==> src/rtl/autosym_pkg.sv <==
// Shared types and helpers for the autosymmetric function reconstructor.
package autosym_pkg;

    typedef enum logic [1:0] {
        IDLE = 2'd0,
        RUN  = 2'd1,
        DONE = 2'd2
    } state_e;

    localparam int unsigned DEF_N_IN  = 7;
    localparam int unsigned DEF_K_RES = 5;
    localparam int unsigned TT_W      = 2 ** DEF_K_RES;
    localparam int unsigned CNT_W     = DEF_N_IN + 1;

    // Reference lambda for the default geometry: bit i = parity of (x & mask_i).
    function automatic logic [DEF_K_RES-1:0] lambda_apply(
        input logic [DEF_N_IN-1:0]                 x,
        input logic [DEF_K_RES-1:0][DEF_N_IN-1:0]  masks
    );
        logic [DEF_K_RES-1:0] y;
        y = '0;
        for (int unsigned i = 0; i < DEF_K_RES; i++) begin
            y[i] = ^(x & masks[i]);
        end
        return y;
    endfunction

endpackage

==> src/rtl/autosym_lambda.sv <==
// Combinational linear map: K parity trees, each over x masked by one row.
module autosym_lambda #(
    parameter int unsigned N_IN  = 7,
    parameter int unsigned K_RES = 5
) (
    input  logic [N_IN-1:0]             x,
    input  logic [K_RES-1:0][N_IN-1:0]  masks,
    output logic [K_RES-1:0]            y
);

    always_comb begin
        y = '0;
        for (int unsigned i = 0; i < K_RES; i++) begin
            y[i] = ^(x & masks[i]);
        end
    end

endmodule

==> src/rtl/autosym_reconstructor.sv <==
// Re-expands f(x) = f_k(lambda(x)) into a streamed N-input truth table.
module autosym_reconstructor
    import autosym_pkg::*;
#(
    parameter  int unsigned N_IN  = 7,
    parameter  int unsigned K_RES = 5,
    localparam int unsigned MI_W  = (K_RES > 1) ? $clog2(K_RES) : 1
) (
    input  logic                 clk,
    input  logic                 rst,
    input  logic                 mask_we,
    input  logic [MI_W-1:0]      mask_idx,
    input  logic [N_IN-1:0]      mask_data,
    input  logic [(2**K_RES)-1:0] res_table,
    input  logic                 start,
    output logic                 busy,
    output logic                 done,
    output logic                 out_valid,
    input  logic                 out_ready,
    output logic [N_IN-1:0]      out_addr,
    output logic                 out_bit,
    output logic                 out_last
);

    localparam int unsigned TBL_W = 2 ** K_RES;
    localparam int unsigned C_W   = N_IN + 1;
    localparam logic [C_W-1:0] LAST_CNT = C_W'((2 ** N_IN) - 1);

    state_e                    state, state_nxt;
    logic [K_RES-1:0][N_IN-1:0] masks, masks_nxt;
    logic [TBL_W-1:0]          tbl, tbl_nxt;
    logic [C_W-1:0]            cnt, cnt_nxt;
    logic                      valid_nxt, done_nxt, fire;
    logic [K_RES-1:0]          lam;

    // Outputs are registered from the next-state values, so lambda looks at
    // the counter and masks that will be current on the following cycle.
    autosym_lambda #(
        .N_IN  (N_IN),
        .K_RES (K_RES)
    ) u_lambda (
        .x     (cnt_nxt[N_IN-1:0]),
        .masks (masks_nxt),
        .y     (lam)
    );

    always_comb begin
        masks_nxt = masks;
        tbl_nxt   = tbl;
        cnt_nxt   = cnt;
        state_nxt = state;
        valid_nxt = 1'b0;
        done_nxt  = 1'b0;
        fire      = out_valid & out_ready;

        if (state != RUN && mask_we && 32'(mask_idx) < K_RES) begin
            masks_nxt[mask_idx] = mask_data;
        end

        unique case (state)
            IDLE: begin
                if (start) begin
                    state_nxt = RUN;
                    tbl_nxt   = res_table;
                    cnt_nxt   = '0;
                    valid_nxt = 1'b1;
                end
            end
            RUN: begin
                valid_nxt = 1'b1;
                if (fire) begin
                    if (cnt == LAST_CNT) begin
                        state_nxt = DONE;
                        valid_nxt = 1'b0;
                        done_nxt  = 1'b1;
                    end else begin
                        cnt_nxt = cnt + 1'b1;
                    end
                end
            end
            DONE:    state_nxt = IDLE;
            default: state_nxt = IDLE;
        endcase
    end

    always_ff @(posedge clk) begin
        if (rst) begin
            state <= IDLE;
            for (int unsigned i = 0; i < K_RES; i++) begin
                masks[i] <= N_IN'(1) << i;
            end
            tbl       <= '0;
            cnt       <= '0;
            busy      <= 1'b0;
            done      <= 1'b0;
            out_valid <= 1'b0;
            out_addr  <= '0;
            out_bit   <= 1'b0;
            out_last  <= 1'b0;
        end else begin
            state     <= state_nxt;
            masks     <= masks_nxt;
            tbl       <= tbl_nxt;
            cnt       <= cnt_nxt;
            busy      <= (state_nxt == RUN);
            done      <= done_nxt;
            out_valid <= valid_nxt;
            if (valid_nxt) begin
                out_addr <= cnt_nxt[N_IN-1:0];
                out_bit  <= tbl_nxt[lam];
                out_last <= (cnt_nxt == LAST_CNT);
            end else begin
                out_bit  <= 1'b0;
                out_last <= 1'b0;
            end
        end
    end

endmodule

==> config.mk <==
export PLATFORM = sky130hd
export DESIGN_NAME = autosym_reconstructor
export DESIGN_NICKNAME = d
export VERILOG_FILES = /design/src/rtl/autosym_pkg.sv /design/src/rtl/autosym_lambda.sv /design/src/rtl/autosym_reconstructor.sv
export SDC_FILE = /design/constraint.sdc
export NUM_CORES = 1
export LEC_CHECK = 0
export CORE_MARGIN = 1.5
export CORE_UTILIZATION = 40
export CTS_CLUSTER_SIZE = 14
export DETAILED_ROUTE_END_ITERATION = 7
export PLACE_DENSITY = 0.62
export SETUP_SLACK_MARGIN = 0.05
export SLEW_MARGIN = 20
export SYNTH_ARGS = -nofsm -noshare
export SYNTH_HDL_FRONTEND = slang
export SYNTH_HIERARCHICAL = 1
export SYNTH_SLANG_ARGS = --single-unit
export TNS_END_PERCENT = 5
==> constraint.sdc <==
create_clock -name clk -period 6.9 [get_ports clk]
set_input_delay 1.725 -clock clk [delete_from_list [all_inputs] [get_ports clk]]
set_output_delay 1.725 -clock clk [all_outputs]
set_load 0.02 [all_outputs]
==> results_tabular.tex, run 1 <==
\begin{tabular}{lr}
\hline
Metric & Value \\
\hline
\multicolumn{2}{l}{\textbf{Setup path}} \\
\quad Critical register-to-register path startpoint & cnt[0] \\
\quad Required time at the endpoint of the critical path & 7.14 ns \\
\quad Arrival time of data at the critical path endpoint & 5.54 ns \\
\quad End of the worst register-to-register path & out\_bit \\
\quad Flop-to-flop setup slack & 2.75 ns \\
\quad Worst Reg-to-Reg Cells & 14 \\
\quad CP Class & input port to flop \\
\quad Largest driver fanout on the critical path & 36 \\
\quad Startpoint Class & input port \\
\quad CP startpoint & start \\
\quad Setup crit end kind & flop \\
\multicolumn{2}{l}{\textbf{Route}} \\
\quad Mean routed wirelength per cell & 14.8 um \\
\quad Remaining routing DRC violations & 0 \\
\quad Vias per cell & 5.17 \\
\quad Antenna-violating nets left & 0 \\
\quad Iter 0 DRT Violations & 127 \\
\quad Number of detailed-route iterations in the first pass & 4 \\
\quad Vias post-DR & 3466 \\
\quad Final Routed Wirelength & 9.94 mm \\
\multicolumn{2}{l}{\textbf{STA}} \\
\quad Max-slew violations & 0 \\
\quad Maximum clock frequency & 0.189 GHz \\
\quad RSZ-0062 raised after global routing & false \\
\quad Final setup violating endpoints & 0 \\
\quad Worst slack on hold paths & 0.455 ns \\
\quad Number of hold-slack violations in the final timing report & 0 \\
\quad Transition time of the tightest slew-check pin & 0.997 ns \\
\quad Final cycle utilization of the critical path & 76.7\% \\
\quad Total Negative Setup Slacks & 0 ns \\
\quad Post-layout minimum cycle time & 5.29 ns \\
\quad Relative max-transition margin & 33.5\% \\
\quad Final worst clock skew & 0.0104 ns \\
\multicolumn{2}{l}{\textbf{Cells and area}} \\
\quad Highest-count cells in the layout ignoring fill and taps & 113 x nand2\_1, 89 x dfxtp\_1, 57 x clkdlybuf4s50\_1, 37 x mux2\_2, 36 x nor2b\_1 \\
\quad Post-layout nets & 573 \\
\quad Core occupancy in the finished layout & 49.1\% \\
\quad Most common cell after layout, fill and taps aside & nand2\_1 \\
\quad Area added between synthesis and finish & 19.4\% \\
\quad Finished Cell Area & 5350 sq um \\
\quad Count of inserted antenna diode cells & 0 \\
\quad Fraction of final layout cells sized beyond drive strength 1 & 16.2\% \\
\multicolumn{2}{l}{\textbf{GRT}} \\
\quad GR peak layer & met2 \\
\quad Global-route wire length before repair & 16.1 mm \\
\quad GRT met2 Usage & 30.0\% \\
\quad Via count of the first global-routing pass & 3321 \\
\quad Tot GR Track Use & 17.7\% \\
\quad Grt met3 use & 4.00\% \\
\quad Met1 usage in global routing & 22.4\% \\
\quad Initial antenna violation count & 0 \\
\quad Maximum number of pins on one net before global-route repair & 55 \\
\quad Total overflow reported by the global router & 0 \\
\multicolumn{2}{l}{\textbf{Die}} \\
\quad Horizontal extent of the die & 109 um \\
\quad Starting utilization of the core area & 41.1\% \\
\quad I/O pin count & 59 \\
\quad Die area & 11800 sq um \\
\quad Die height & 109 um \\
\quad Core ar. & 10900 sq um \\
\quad Floorplan row count & 38 \\
\multicolumn{2}{l}{\textbf{Yosys}} \\
\quad Post-synthesis cell count & 474 \\
\quad XOR/XNOR Fraction of Synth Area & 7.38\% \\
\quad Flip-flop cell with the highest count after synthesis & dfxtp\_1 \\
\quad Number of synthesized flops with an enable pin & 0 \\
\quad Number of storage elements in the synthesis netlist & 89 \\
\quad Mapped Nets & 522 \\
\quad Share of synthesized area occupied by flip-flops and latches & 39.8\% \\
\quad Post-synthesis compound-gate area fraction & 7.52\% \\
\quad Combined area of all synthesized cells & 4480 sq um \\
\quad Largest family of logic cells by synthesized area & simple AND/OR/NAND/NOR gates \\
\quad Synth Area in Adders & 0.279\% \\
\quad Multiplexer share of the synthesized area & 18.5\% \\
\quad Area fraction in and, or, nand and nor cells after synthesis & 23.4\% \\
\quad Async set-or-reset flop fraction in the synthesized netlist & 0\% \\
\quad Synthesis warning total & 6 \\
\quad Number of distinct library cells after synthesis & 51 \\
\quad Mean instance size in the synthesized netlist & 9.44 sq um \\
\multicolumn{2}{l}{\textbf{Placed design}} \\
\quad Placer congestion estimate & 0.812 \\
\quad Buffers on Ports & 58 \\
\quad DP HPWL & 7.08 mm \\
\quad Area after DPL & 5170 sq um \\
\multicolumn{2}{l}{\textbf{Clock network}} \\
\quad Root buffer cell & clkbuf\_8 \\
\quad CTS buffer count & 9 \\
\quad Post-CTS Setup Inserts & 0 \\
\quad Clock slew seen by the registers of the worst setup and hold paths & 0.09 ns \\
\quad Maximum buffer depth of the clock tree & 2 \\
\quad Sinks on Clock Net & 89 \\
\quad Clk\_lat worst skew & 0.36 ns \\
\quad Max H-tree Level & 3 \\
\quad Clock tree from TritonCTS & yes \\
\quad Hold bufs inserted after CTS & 0 \\
\quad Post-CTS sizing & 0 \\
\multicolumn{2}{l}{\textbf{Power}} \\
\quad Power density over the cells & 188 nW/um\^{}2 \\
\quad Leak & 0.00206 uW \\
\quad IR drop worst, VDD & 0.0818 mV \\
\multicolumn{2}{l}{\textbf{Worst hold path}} \\
\quad Min-delay worst type & flop to flop \\
\quad Start point of the worst hold path & tbl[23] \\
\quad Hold worst-path end & tbl[23] \\
\quad Number of cells traversed by the worst hold path & 2 \\
\multicolumn{2}{l}{\textbf{Outcome}} \\
\quad Outcome & finished clean \\
\multicolumn{2}{l}{\textbf{Flow run}} \\
\quad Number of max-cap violations & 0 \\
\hline
\end{tabular}
-- power breakdown --
part	switching (uW)	internal [uW]	total (uW)	leakage (uW)
clock network	195	141	336	0.0000887
logic	63.7	64.8	129	0.00124
registers	8.34	531	539	0.000724
-- registers in the layout, summed over array words and instances, names as in the netlist, 2 cells and up --
| name | count |
|---|---|
| cnt | 8 |
| tbl | 32 |
| out_addr | 7 |
| state | 2 |
| masks | 35 |
-- per-stage QoR --
| step | instances | total power (uW) | setup WS [ns] |
|---|---|---|---|
| finish | 670 | 1000 | 1.61 |
| global placement | 654 | 679 | 1.29 |
| CTS | 670 | 1020 | 1.62 |
| detailed placement | 654 | 681 | 1.25 |
| floorplan | 474 | 628 | 2.04 |
| global route | 670 | 1050 | 1.24 |
-- cells by family (layout without fill, tap and decap cells) --
family | Yosys count | after routing
simple gates | 209 | 209
flops | 89 | 89
mux | 65 | 65
compound gates | 57 | 57
buf+inv | 31 | 87
xor+xnor | 22 | 22
fa+ha+maj | 1 | 1
-- worst max-delay path by stage --
stage / endpoint / cells after the start
after floorplan: out_bit / 14
after global placement: out_bit / 15
after detailed placement: out_bit / 15
after CTS: out_bit / 15
after global routing: out_bit / 15
final: out_bit / 15
-- cell type report --
type | instances | area [sq um]
sequential | 89 | 1780
clock buffer | 10 | 138
timing repair buffer | 65 | 628
inverter | 6 | 22.5
tap | 140 | 175
fill | 1045 | 5540
multi-input combinational | 354 | 2560
clock inverter | 6 | 42.5
-- critical path, cell delays in order --
cell	delay, ns
clkdlybuf4s50_1	0.45
or3b_1	0.32
buf_4	0.40
nand2_1	0.09
mux2i_1	0.62
nand2_1	0.15
xnor2_1	0.17
xnor3_1	0.43
buf_4	0.33
mux2i_1	0.21
nand2_1	0.07
a211o_1	0.30
nand4_1	0.09
a211o_1	0.11
a21oi_1	0.06
-- per-layer routing --
metal / vias to the layer above / routed length [um] / share of wire (%)
met5: - / 0 / 0
met4: 0 / 172 / 1.7
met3: 13 / 426 / 4.3
met2: 67 / 4700 / 47
met1: 1650 / 4640 / 47
li1: 1736 / - / -
-- cell usage after synthesis, types with 2 or more instances --
master / number / area [sq um]
or2_2: 6 / 37.5
nand3b_2: 2 / 22.5
dfxtp_1: 89 / 1780
nor2b_1: 36 / 225
inv_1: 6 / 22.5
mux4_2: 8 / 180
a211o_1: 2 / 17.5
a31oi_1: 3 / 18.8
xor2_1: 5 / 43.8
xnor2_1: 7 / 61.3
buf_2: 6 / 30.0
nand4_1: 7 / 43.8
nand2_1: 113 / 424
nor3_1: 4 / 20.0
o21ai_0: 5 / 25.0
nand3_1: 6 / 30.0
mux4_1: 2 / 52.6
nor4_1: 2 / 12.5
a311o_1: 2 / 20.0
o211ai_1: 3 / 22.5
mux2_2: 37 / 417
o21ai_2: 2 / 17.5
nand2b_1: 2 / 12.5
clkbuf_1: 15 / 56.3
nor2_1: 14 / 52.6
xnor3_1: 10 / 225
a21oi_1: 35 / 175
mux2i_1: 18 / 180
nand3b_1: 5 / 37.5
(Power assumes the default switching activity.)
==> run 2, diff against run 1 <==
Clock period 6.9 ns to 4.98 ns, I/O delays scaled along.
==> results_tabular.tex, run 2 (synthesis gave the netlist of run 1 again) <==
\begin{tabular}{lr}
\hline
Metric & Value \\
\hline
\multicolumn{2}{l}{\textbf{Worst hold path}} \\
\quad Hold worst-path end & tbl[10] (was tbl[23]) \\
\quad Number of cells traversed by the worst hold path & 2 (unchanged) \\
\quad Min-delay worst type & flop to flop (unchanged) \\
\quad Start point of the worst hold path & tbl[10] (was tbl[23]) \\
\multicolumn{2}{l}{\textbf{Cells and area}} \\
\quad Count of inserted antenna diode cells & 0 (unchanged) \\
\quad Area added between synthesis and finish & 21.3\% (was 19.4\%) \\
\quad Fraction of final layout cells sized beyond drive strength 1 & 17.2\% (was 16.2\%) \\
\quad Post-layout nets & 583 (was 573) \\
\quad Final Non-Filler Cells & 680 (was 670) \\
\quad Finished Cell Area & 5430 sq um (was 5350 sq um) \\
\quad Highest-count cells in the layout ignoring fill and taps & 113 x nand2\_1, 89 x dfxtp\_1, 57 x clkdlybuf4s50\_1, 37 x mux2\_2, 36 x nor2b\_1 (unchanged) \\
\quad Max reg flops & 35 (unchanged) \\
\quad Largest reg by FF count & masks (unchanged) \\
\quad Fill count & 1052 (was 1045) \\
\quad Most common cell after layout, fill and taps aside & nand2\_1 (unchanged) \\
\quad Top flop regs & masks: 35 flops, tbl: 32 flops, cnt: 8 flops (unchanged) \\
\multicolumn{2}{l}{\textbf{Clock network}} \\
\quad Post-CTS Setup Inserts & 0 (unchanged) \\
\quad Post-CTS sizing & 0 (unchanged) \\
\quad Root buffer cell & clkbuf\_8 (unchanged) \\
\quad Clock slew seen by the registers of the worst setup and hold paths & 0.08 ns (was 0.09 ns) \\
\quad Clk\_lat worst skew & 0.36 ns (about the same) \\
\quad CTS buffer count & 9 (unchanged) \\
\quad Maximum buffer depth of the clock tree & 2 (unchanged) \\
\quad Hold bufs inserted after CTS & 0 (unchanged) \\
\quad Max H-tree Level & 3 (unchanged) \\
\quad Sinks on Clock Net & 89 (unchanged) \\
\quad Clock tree from TritonCTS & yes (unchanged) \\
\multicolumn{2}{l}{\textbf{Power}} \\
\quad Leak & 0.00212 uW (was 0.00206 uW) \\
\quad Total chip power & 1410 uW (was 1000 uW) \\
\quad IR drop worst, VDD & 0.129 mV (was 0.0818 mV) \\
\quad Power density over the cells & 260 nW/um\^{}2 (was 188 nW/um\^{}2) \\
\multicolumn{2}{l}{\textbf{Die}} \\
\quad Starting utilization of the core area & 41.1\% (unchanged) \\
\quad I/O pin count & 59 (unchanged) \\
\quad Die height & 109 um (unchanged) \\
\quad Horizontal extent of the die & 109 um (unchanged) \\
\quad Core ar. & 10900 sq um (unchanged) \\
\quad Floorplan row count & 38 (unchanged) \\
\quad Die area & 11800 sq um (unchanged) \\
\multicolumn{2}{l}{\textbf{STA}} \\
\quad Worst slack on hold paths & 0.453 ns (was 0.455 ns) \\
\quad Total Negative Setup Slacks & 0 ns (unchanged) \\
\quad Final cycle utilization of the critical path & 89.7\% \\
\quad Final setup violating endpoints & 0 (unchanged) \\
\quad Maximum clock frequency & 0.224 GHz \\
\quad Number of hold-slack violations in the final timing report & 0 (unchanged) \\
\quad RSZ-0062 raised after global routing & false (unchanged) \\
\quad Relative max-transition margin & 34.5\% (was 33.5\%) \\
\quad Final worst clock skew & 0.0142 ns (was 0.0104 ns) \\
\quad Post-layout minimum cycle time & 4.47 ns \\
\quad Max-slew violations & 0 (unchanged) \\
\quad Transition time of the tightest slew-check pin & 0.982 ns (was 0.997 ns) \\
\multicolumn{2}{l}{\textbf{Route}} \\
\quad Vias per cell & 5.09 (was 5.17) \\
\quad Iter 0 DRT Violations & 148 (was 127) \\
\quad Remaining routing DRC violations & 0 (unchanged) \\
\quad Number of detailed-route iterations in the first pass & 5 (was 4) \\
\quad Mean routed wirelength per cell & 14.7 um (was 14.8 um) \\
\quad Vias post-DR & 3459 (was 3466) \\
\quad Final Routed Wirelength & 9.98 mm (was 9.94 mm) \\
\quad Antenna-violating nets left & 0 (unchanged) \\
\multicolumn{2}{l}{\textbf{GRT}} \\
\quad Global-route wire length before repair & 16.4 mm (was 16.1 mm) \\
\quad GR peak layer & met2 (unchanged) \\
\quad Met1 usage in global routing & 23.3\% (was 22.4\%) \\
\quad GRT met2 Usage & 30.0\% (about the same) \\
\quad Maximum number of pins on one net before global-route repair & 53 (was 55) \\
\quad Initial antenna violation count & 0 (unchanged) \\
\quad Total overflow reported by the global router & 0 (unchanged) \\
\quad Tot GR Track Use & 18.0\% (was 17.7\%) \\
\quad Grt met3 use & 4.24\% (was 4.00\%) \\
\quad Via count of the first global-routing pass & 3318 (was 3321) \\
\multicolumn{2}{l}{\textbf{Flow run}} \\
\quad Number of max-cap violations & 0 (unchanged) \\
\multicolumn{2}{l}{\textbf{Placed design}} \\
\quad Placer congestion estimate & 0.831 (was 0.812) \\
\quad Cells after DPL & 664 (was 654) \\
\quad DP HPWL & 7.19 mm (was 7.08 mm) \\
\quad Area after DPL & 5240 sq um (was 5170 sq um) \\
\quad Buffers on Ports & 58 (unchanged) \\
\multicolumn{2}{l}{\textbf{Setup path}} \\
\quad Slowest CP cell & clkdlybuf4s50\_1 (was mux2i\_1) \\
\quad End of the worst register-to-register path & out\_bit (unchanged) \\
\quad Worst Reg-to-Reg Cells & 14 (unchanged) \\
\quad Buffering stage count on the worst path with inverters included & 3 (unchanged) \\
\quad Cell family contributing the most delay on the critical path & buffers and inverters (unchanged) \\
\quad Flop-to-flop setup slack & 1.14 ns (was 2.75 ns) \\
\quad Setup crit end kind & flop (unchanged) \\
\quad Cell seen most often among critical-path stages & xnor3\_1 (was nand2\_1) \\
\quad Arrival time of data at the critical path endpoint & 4.70 ns (was 5.54 ns) \\
\quad CP max stage delay & 0.50 ns (was 0.62 ns) \\
\quad Required time at the endpoint of the critical path & 5.22 ns (was 7.14 ns) \\
\quad Critical register-to-register path startpoint & state[1] (was cnt[0]) \\
\quad CP Class & input port to flop (unchanged) \\
\quad Startpoint Class & input port (unchanged) \\
\quad Cells traversed along the worst timing path & clkdlybuf4s50\_1 -> or3b\_1 -> and2\_0 -> mux2i\_1 -> inv\_1 -> nand2\_1 -> xnor3\_1 -> xnor3\_1 -> buf\_4 -> mux4\_2 -> mux2\_2 -> a22oi\_1 -> a211o\_1 -> a21oi\_1 (was clkdlybuf4s50\_1 -> or3b\_1 -> buf\_4 -> nand2\_1 -> mux2i\_1 -> nand2\_1 -> xnor2\_1 -> xnor3\_1 -> buf\_4 -> mux2i\_1 -> nand2\_1 -> a211o\_1 -> nand4\_1 -> a211o\_1 -> a21oi\_1) \\
\quad Largest driver fanout on the critical path & 14 (was 36) \\
\multicolumn{2}{l}{\textbf{Outcome}} \\
\quad Outcome & finished clean (unchanged) \\
\hline
\end{tabular}
-- run 2: cell types whose count changed in the layout (fill, tap and decap cells not counted), sizes merged --
cell and change:
clkinvlp -2, clkbuf +3, buf +10, clkinv -1, inv -1, bufinv +1
-- run 2: power by group --
part	switching, uW	internal [uW]	total (uW)
Combinational	90.2	91.8	182
Clock	240	245	485
Sequential	11.1	735	747
Total	341	1070	1410
-- run 2: worst max path at each step --
stage	startpoint	endpoint	slack [ns]	cells past startpoint
after global placement	start	out_bit	0.26	14
after detailed placement	start	out_bit	0.18	14
after floorplan	start	out_bit	0.60	14
final	start	out_bit	0.51	14
after global routing	start	out_bit	0.32	14
after CTS	start	out_bit	0.54	14
-- run 2: layout make-up --
| class | count | area [sq um] | area share, % |
|---|---|---|---|
| Clock buffer | 13 | 149 | 2.74 |
| Clock inverter | 3 | 40.0 | 0.737 |
| Inverter | 6 | 22.5 | 0.415 |
| Multi-Input combinational cell | 354 | 2560 | 47.1 |
| Sequential cell | 89 | 1780 | 32.8 |
| Tap cell | 140 | 175 | 3.23 |
| Timing Repair Buffer | 75 | 703 | 12.9 |
-- run 2: tightest hold or removal path, cell delays in order, from the launching register on --
cell	delay, ns
dfxtp_1	0.31
nand2_1	0.05
a21oi_1	0.05
-- run 2: through the flow --
| stage | worst slack [ns] | utilization, % |
|---|---|---|
| after floorplan | 0.601 | - |
| after global placement | 0.263 | 48.1 |
| after detailed placement | 0.179 | 48.1 |
| after CTS | 0.545 | 49.9 |
| after global routing | 0.320 | 49.9 |
| final | 0.512 | 49.9 |
-- run 2: layer usage --
layer  wire (um)  share of wire [%]
met5           0                  0
met3         443                4.4
met1        4560                 46
met2        4810                 48
met4         158                1.6
==> run 3, diff against run 2 <==
Settings changed: CORE_MARGIN 1.5 to not set, CORE_UTILIZATION 40 to 50, PLACE_DENSITY 0.62 to 0.74.
==> results_tabular.tex, run 3 (synthesis gave the netlist of run 1 again) <==
\begin{tabular}{lr}
\hline
Metric & Value \\
\hline
\multicolumn{2}{l}{\textbf{Outcome}} \\
\quad Outcome & finished clean (unchanged) \\
\multicolumn{2}{l}{\textbf{Clock network}} \\
\quad Clock slew seen by the registers of the worst setup and hold paths & 0.09 ns (was 0.08 ns) \\
\quad Clk\_lat worst skew & 0.35 ns (was 0.36 ns) \\
\quad Maximum buffer depth of the clock tree & 2 (unchanged) \\
\quad Sinks on Clock Net & 89 (unchanged) \\
\quad Clock tree from TritonCTS & yes (unchanged) \\
\quad CTS buffer count & 9 (unchanged) \\
\quad Post-CTS sizing & 0 (unchanged) \\
\quad Post-CTS Setup Inserts & 0 (unchanged) \\
\quad Root buffer cell & clkbuf\_8 (unchanged) \\
\quad Hold bufs inserted after CTS & 0 (unchanged) \\
\quad Max H-tree Level & 3 (unchanged) \\
\multicolumn{2}{l}{\textbf{Die}} \\
\quad Die area & 9340 sq um (was 11800 sq um) \\
\quad Core ar. & 8680 sq um (was 10900 sq um) \\
\quad Horizontal extent of the die & 96.6 um (was 109 um) \\
\quad I/O pin count & 59 (unchanged) \\
\quad Die height & 96.6 um (was 109 um) \\
\quad Starting utilization of the core area & 51.6\% (was 41.1\%) \\
\quad Floorplan row count & 34 (was 38) \\
\multicolumn{2}{l}{\textbf{Setup path}} \\
\quad Arrival time of data at the critical path endpoint & 4.73 ns (was 4.70 ns) \\
\quad Startpoint Class & input port (unchanged) \\
\quad CP Class & input port to flop (unchanged) \\
\quad Setup crit end kind & flop (unchanged) \\
\quad Required time at the endpoint of the critical path & 5.22 ns (about the same) \\
\quad Largest driver fanout on the critical path & 9 (was 14) \\
\multicolumn{2}{l}{\textbf{STA}} \\
\quad Max-slew violations & 0 (unchanged) \\
\quad Maximum clock frequency & 0.223 GHz (was 0.224 GHz) \\
\quad Relative max-transition margin & 57.8\% (was 34.5\%) \\
\quad Number of hold-slack violations in the final timing report & 0 (unchanged) \\
\quad Post-layout minimum cycle time & 4.49 ns (was 4.47 ns) \\
\quad RSZ-0062 raised after global routing & false (unchanged) \\
\quad Worst slack on hold paths & 0.453 ns (about the same) \\
\quad Transition time of the tightest slew-check pin & 0.634 ns (was 0.982 ns) \\
\quad Total Negative Setup Slacks & 0 ns (unchanged) \\
\quad Final setup violating endpoints & 0 (unchanged) \\
\quad Final cycle utilization of the critical path & 90.2\% (was 89.7\%) \\
\quad Final worst clock skew & 0.00750 ns (was 0.0142 ns) \\
\multicolumn{2}{l}{\textbf{Route}} \\
\quad Met2 routed WL & 4.91 mm (was 4.81 mm) \\
\quad Topmost layer with routed signal wires & met4 (unchanged) \\
\quad Mean routed wirelength per cell & 15.0 um (was 14.7 um) \\
\quad Vias post-DR & 3510 (was 3459) \\
\quad Remaining routing DRC violations & 0 (unchanged) \\
\quad Number of detailed-route iterations in the first pass & 4 (was 5) \\
\quad Final Routed Wirelength & 9.72 mm (was 9.98 mm) \\
\quad Vias per cell & 5.43 (was 5.09) \\
\quad Wire length on met3 & 412 um (was 443 um) \\
\quad Antenna-violating nets left & 0 (unchanged) \\
\quad Met1 WL & 4.27 mm (was 4.56 mm) \\
\quad Iter 0 DRT Violations & 151 (was 148) \\
\multicolumn{2}{l}{\textbf{GRT}} \\
\quad Via count of the first global-routing pass & 3495 (was 3318) \\
\quad Tot GR Track Use & 21.7\% (was 18.0\%) \\
\quad Total overflow reported by the global router & 0 (unchanged) \\
\quad Maximum number of pins on one net before global-route repair & 52 (was 53) \\
\quad Global-route wire length before repair & 16.5 mm (was 16.4 mm) \\
\quad Initial antenna violation count & 0 (unchanged) \\
\multicolumn{2}{l}{\textbf{Flow run}} \\
\quad Number of max-cap violations & 0 (unchanged) \\
\multicolumn{2}{l}{\textbf{Cells and area}} \\
\quad Max reg flops & 35 (unchanged) \\
\quad Core occupancy in the finished layout & 62.1\% (was 49.9\%) \\
\quad Highest-count cells in the layout ignoring fill and taps & 113 x nand2\_1, 89 x dfxtp\_1, 57 x clkdlybuf4s50\_1, 37 x mux2\_2, 36 x nor2b\_1 (unchanged) \\
\quad Count of inserted antenna diode cells & 0 (unchanged) \\
\quad Fraction of final layout cells sized beyond drive strength 1 & 17.3\% (was 17.2\%) \\
\quad Most common cell after layout, fill and taps aside & nand2\_1 (unchanged) \\
\quad Area added between synthesis and finish & 20.5\% (was 21.3\%) \\
\quad Largest reg by FF count & masks (unchanged) \\
\quad Top flop regs & masks: 35 flops, tbl: 32 flops, cnt: 8 flops (unchanged) \\
\quad Post-layout nets & 581 (was 583) \\
\multicolumn{2}{l}{\textbf{Power}} \\
\quad Power density over the cells & 266 nW/um\^{}2 (was 260 nW/um\^{}2) \\
\quad IR drop worst, VDD & 0.140 mV (was 0.129 mV) \\
\quad Leak & 0.00211 uW (was 0.00212 uW) \\
\quad Total chip power & 1430 uW (was 1410 uW) \\
\multicolumn{2}{l}{\textbf{Placed design}} \\
\quad Placer congestion estimate & 0.856 (was 0.831) \\
\quad DP HPWL & 7.04 mm (was 7.19 mm) \\
\quad Buffers on Ports & 58 (unchanged) \\
\multicolumn{2}{l}{\textbf{Worst hold path}} \\
\quad Min-delay worst type & flop to flop (unchanged) \\
\hline
\end{tabular}
-- run 3: cell types whose count changed in the layout (fill, tap and decap cells not counted) --
cell,previous run,this run
buf_4,17,15
clkbuf_1,3,1
clkbuf_8,10,11
clkinv_2,2,1
clkinv_4,0,1
clkinvlp_4,0,1
-- run 3: critical path, stage by stage --
cell             delay [ns]
clkdlybuf4s50_1        0.49
or3b_1                 0.52
and2_0                 0.23
mux2i_1                0.19
inv_1                  0.15
nand2_1                0.10
xnor3_1                0.21
xnor3_1                0.46
buf_4                  0.20
mux4_2                 0.29
mux2_2                 0.27
a22oi_1                0.15
a211o_1                0.14
a21oi_1                0.06
-- run 3: stage by stage --
step                      area (sq um)  worst slack [ns]  cells
final                             5390             0.488    646
after global routing              5390             0.297    646
after CTS                         5390             0.485    646
after detailed placement          5190             0.125    630
after global placement            5190             0.253    630
after floorplan                   4480             0.601    474
-- run 3: area by class of cell --
type | instances | area, sq um
clock buffer | 12 | 155
clock inverter | 4 | 51.3
multi-input combinational | 354 | 2560
fill | 780 | 3290
inverter | 6 | 22.5
sequential | 89 | 1780
tap | 108 | 135
timing repair buffer | 73 | 688
-- run 3: worst paths after layout --
check	start	endpoint	slack, ns	cells past startpoint
hold / removal	tbl[17]	tbl[17]	0.45	2
setup reg to reg	cnt[0]	out_bit	1.16	14
hold reg to reg	tbl[17]	tbl[17]	0.45	2
setup / recovery	start	out_bit	0.49	14
-- run 3: report_power, final --
group          switching, uW  leakage [uW]  internal (uW)  total, uW
clock                    249      0.000103            260        509
combinational           88.3       0.00129           90.9        179
sequential              11.0      0.000724            735        746
total                    348       0.00211           1090       1430
-- run 3: routing by layer --
metal	GRT usage, %	vias to the layer above
met5	0	-
met4	6.31	0
li1	-	1751
met1	27.1	1663
met2	38.0	81
met3	4.05	15
==> variant, RTL diff (config.mk and constraints of run 3) <==
The 3 states of `state_e` get a one-hot encoding in 3 bits.
--- a/src/rtl/autosym_pkg.sv
+++ b/src/rtl/autosym_pkg.sv
@@ -1,10 +1,10 @@
 // Shared types and helpers for the autosymmetric function reconstructor.
 package autosym_pkg;
 
-    typedef enum logic [1:0] {
-        IDLE = 2'd0,
-        RUN  = 2'd1,
-        DONE = 2'd2
+    typedef enum logic [2:0] {
+        IDLE = 3'b001,
+        RUN  = 3'b010,
+        DONE = 3'b100
     } state_e;
 
     localparam int unsigned DEF_N_IN  = 7;
Behaviour: same outputs for any inputs over 4 cycles, from zero or initial values and one cycle with rst high; so few cycles prove little.
==> variant against run 3 <==
Non-clock buffer count is 3 lower; sequential share of layout area is 1.0 points higher; power is 5.5% higher; area after synthesis is 2.9% lower; fmax is 0.54% lower; routed wire length is 1.1% higher; sequential power is 2% higher; cell area is 1.9% lower; critical endpoint unchanged; sequential cell count is 1 higher; worst setup slack worse by 0.025 ns; first-iteration DRC count is 6.0% higher; final cell count is 2.8% lower; clock power is 12% higher.
==> variant: results <==
[yosys]
synth_fp_nets = 507
synthXorXnorAreaFrac = 0.0720
async_flop_share = 0
ys_warn_count = 6
syn_inst = 459
synthTopCellsByArea = "dfxtp_1 41%, mux2_2 9.3%, mux2i_1 6.7%, nand2_1 5.9%, nor2b_1 5.5%"
synth-compound-area-share = 0.0708
synth_area_mm2 = 0.00435
ys_top_cells_by_count = "90 x dfxtp_1, 68 x nand2_1, 50 x nor2_1"
synth_adder_area_share = 0.00288
yosysUniqueCellTypes = 54
synthMuxAreaShare = 0.170
yosysSeqAreaShare = 0.415

[critical_path]
regToRegEndpoint = "out_bit"
rrSetupSlack_ns = 1.00
cp_slowest_cell = "xnor3_1"
worstRegToRegCells = 15
cp_top_family = "simple AND/OR/NAND/NOR gates"
rr_startpoint = "cnt[0]"
cpPeakStageDelay_ns = 0.70
cp_max_fo = 13

[final_layout]
n_antenna_cell = 0
fill_cells = 694
nets = 566
drive_above_1_share = 0.151
largestRegisters = "masks: 35 flops, tbl: 32 flops, cnt: 8 flops"

[clock_tree]
cts_root_buffer = "clkbuf_8"
insertion_delay_ns = 0.36
cts_resized = 0
h-tree-depth = 3
cts_max_path_buffers = 2
cts_setup_buffers = 0
cts_inserted_buffers = 9
cts.clk_slew.worst_paths_ns = 0.09

[pwr]
irDropWorstVdd_uv = 177
p_leak_nw = 2.09

[routing]
vias_per_cell = 5.51
vias = 3459
routed_wl_mm = 9.82
dr.pass1.iters = 4
dr.first_iter.drc_count = 160

[grt]
track_usage = 0.235
grt_max_degree = 52
grt_pass1_wl_mm = 16.2
antenna_found_initial = 0
grt_pass1_vias = 3379

[timing]
fin_skew_ns = 0.0115
tightest_slew_ns = 0.691

[place]
place_inst = 612
io_buffers = 58
dp_hpwl_mm = 7.26
place_congestion = 0.864

[run_status]
outcome = "completed"

[min_path]
worstHoldPathType = "reg -> reg"
holdPathStages = 2
min_to = "tbl[0]"
min-delay-start = "tbl[0]"
[variant: power by group]
| group | leakage, nW | switching (W) | internal [W] | total [W] |
|---|---|---|---|---|
| Clock | 0.117 | 0.000259 | 0.000311 | 0.000569 |
| Combinational | 1.24 | 0.0000898 | 0.0000925 | 0.000182 |
| Sequential | 0.733 | 0.0000120 | 0.000749 | 0.000761 |
| Total | 2.09 | 0.000360 | 0.00115 | 0.00151 |
[variant: tightest hold or removal path: cells and delay by family, from the launching register on]
kind             cells  cell delay (ns)
AO/OA/AOI/OAI        1             0.05
flip-flops           1             0.32
AND/OR/NAND/NOR      1             0.05
[variant: cell type report]
class | count | share of cell area
timing repair buffer | 70 | 0.126
clock inverter | 4 | 0.0140
inverter | 6 | 0.00426
clock buffer | 12 | 0.0293
tap | 105 | 0.0248
multi-input combinational | 341 | 0.461
sequential | 90 | 0.341
[variant: worst max path at each step]
stage	startpoint	end	depth (start not counted)
after floorplan	mask_idx[2]	out_bit	13
after global placement	out_ready	out_bit	14
after detailed placement	out_ready	out_bit	13
after CTS	mask_we	out_bit	15
after global routing	mask_we	out_bit	14
final	mask_we	out_bit	15
[variant: stage by stage]
stage	setup WS, ns	instance area, um^2	util	hold slack [ns]	power (W)
after floorplan	0.630	4350	-	0.433	0.000881
after global placement	0.238	5060	0.610	0.439	0.000957
after detailed placement	0.152	5060	0.610	0.447	0.000961
after CTS	0.504	5290	0.638	0.460	0.00152
after global routing	0.139	5290	0.638	0.483	0.00157
final	0.463	5290	0.638	0.460	0.00151
[variant: per-layer routing]
layer	up-vias	global-route usage	share of wire
met3	14	0.0542	0.048
met4	0	0.0694	0.014
met1	1651	0.286	0.43
li1	1697	-	-
met2	97	0.411	0.51
met5	-	0	0
[variant: kinds of logic (layout without fill, tap and decap cells)]
| group | count (synthesis) | in the layout |
|---|---|---|
| AO/OA/AOI/OAI | 42 | 42 |
| XOR/XNOR | 20 | 20 |
| adder cells (fa/ha/maj) | 1 | 1 |
| buffers and inverters | 28 | 92 |
| flip-flops | 90 | 90 |
| multiplexers | 67 | 67 |
| AND/OR/NAND/NOR | 211 | 211 |
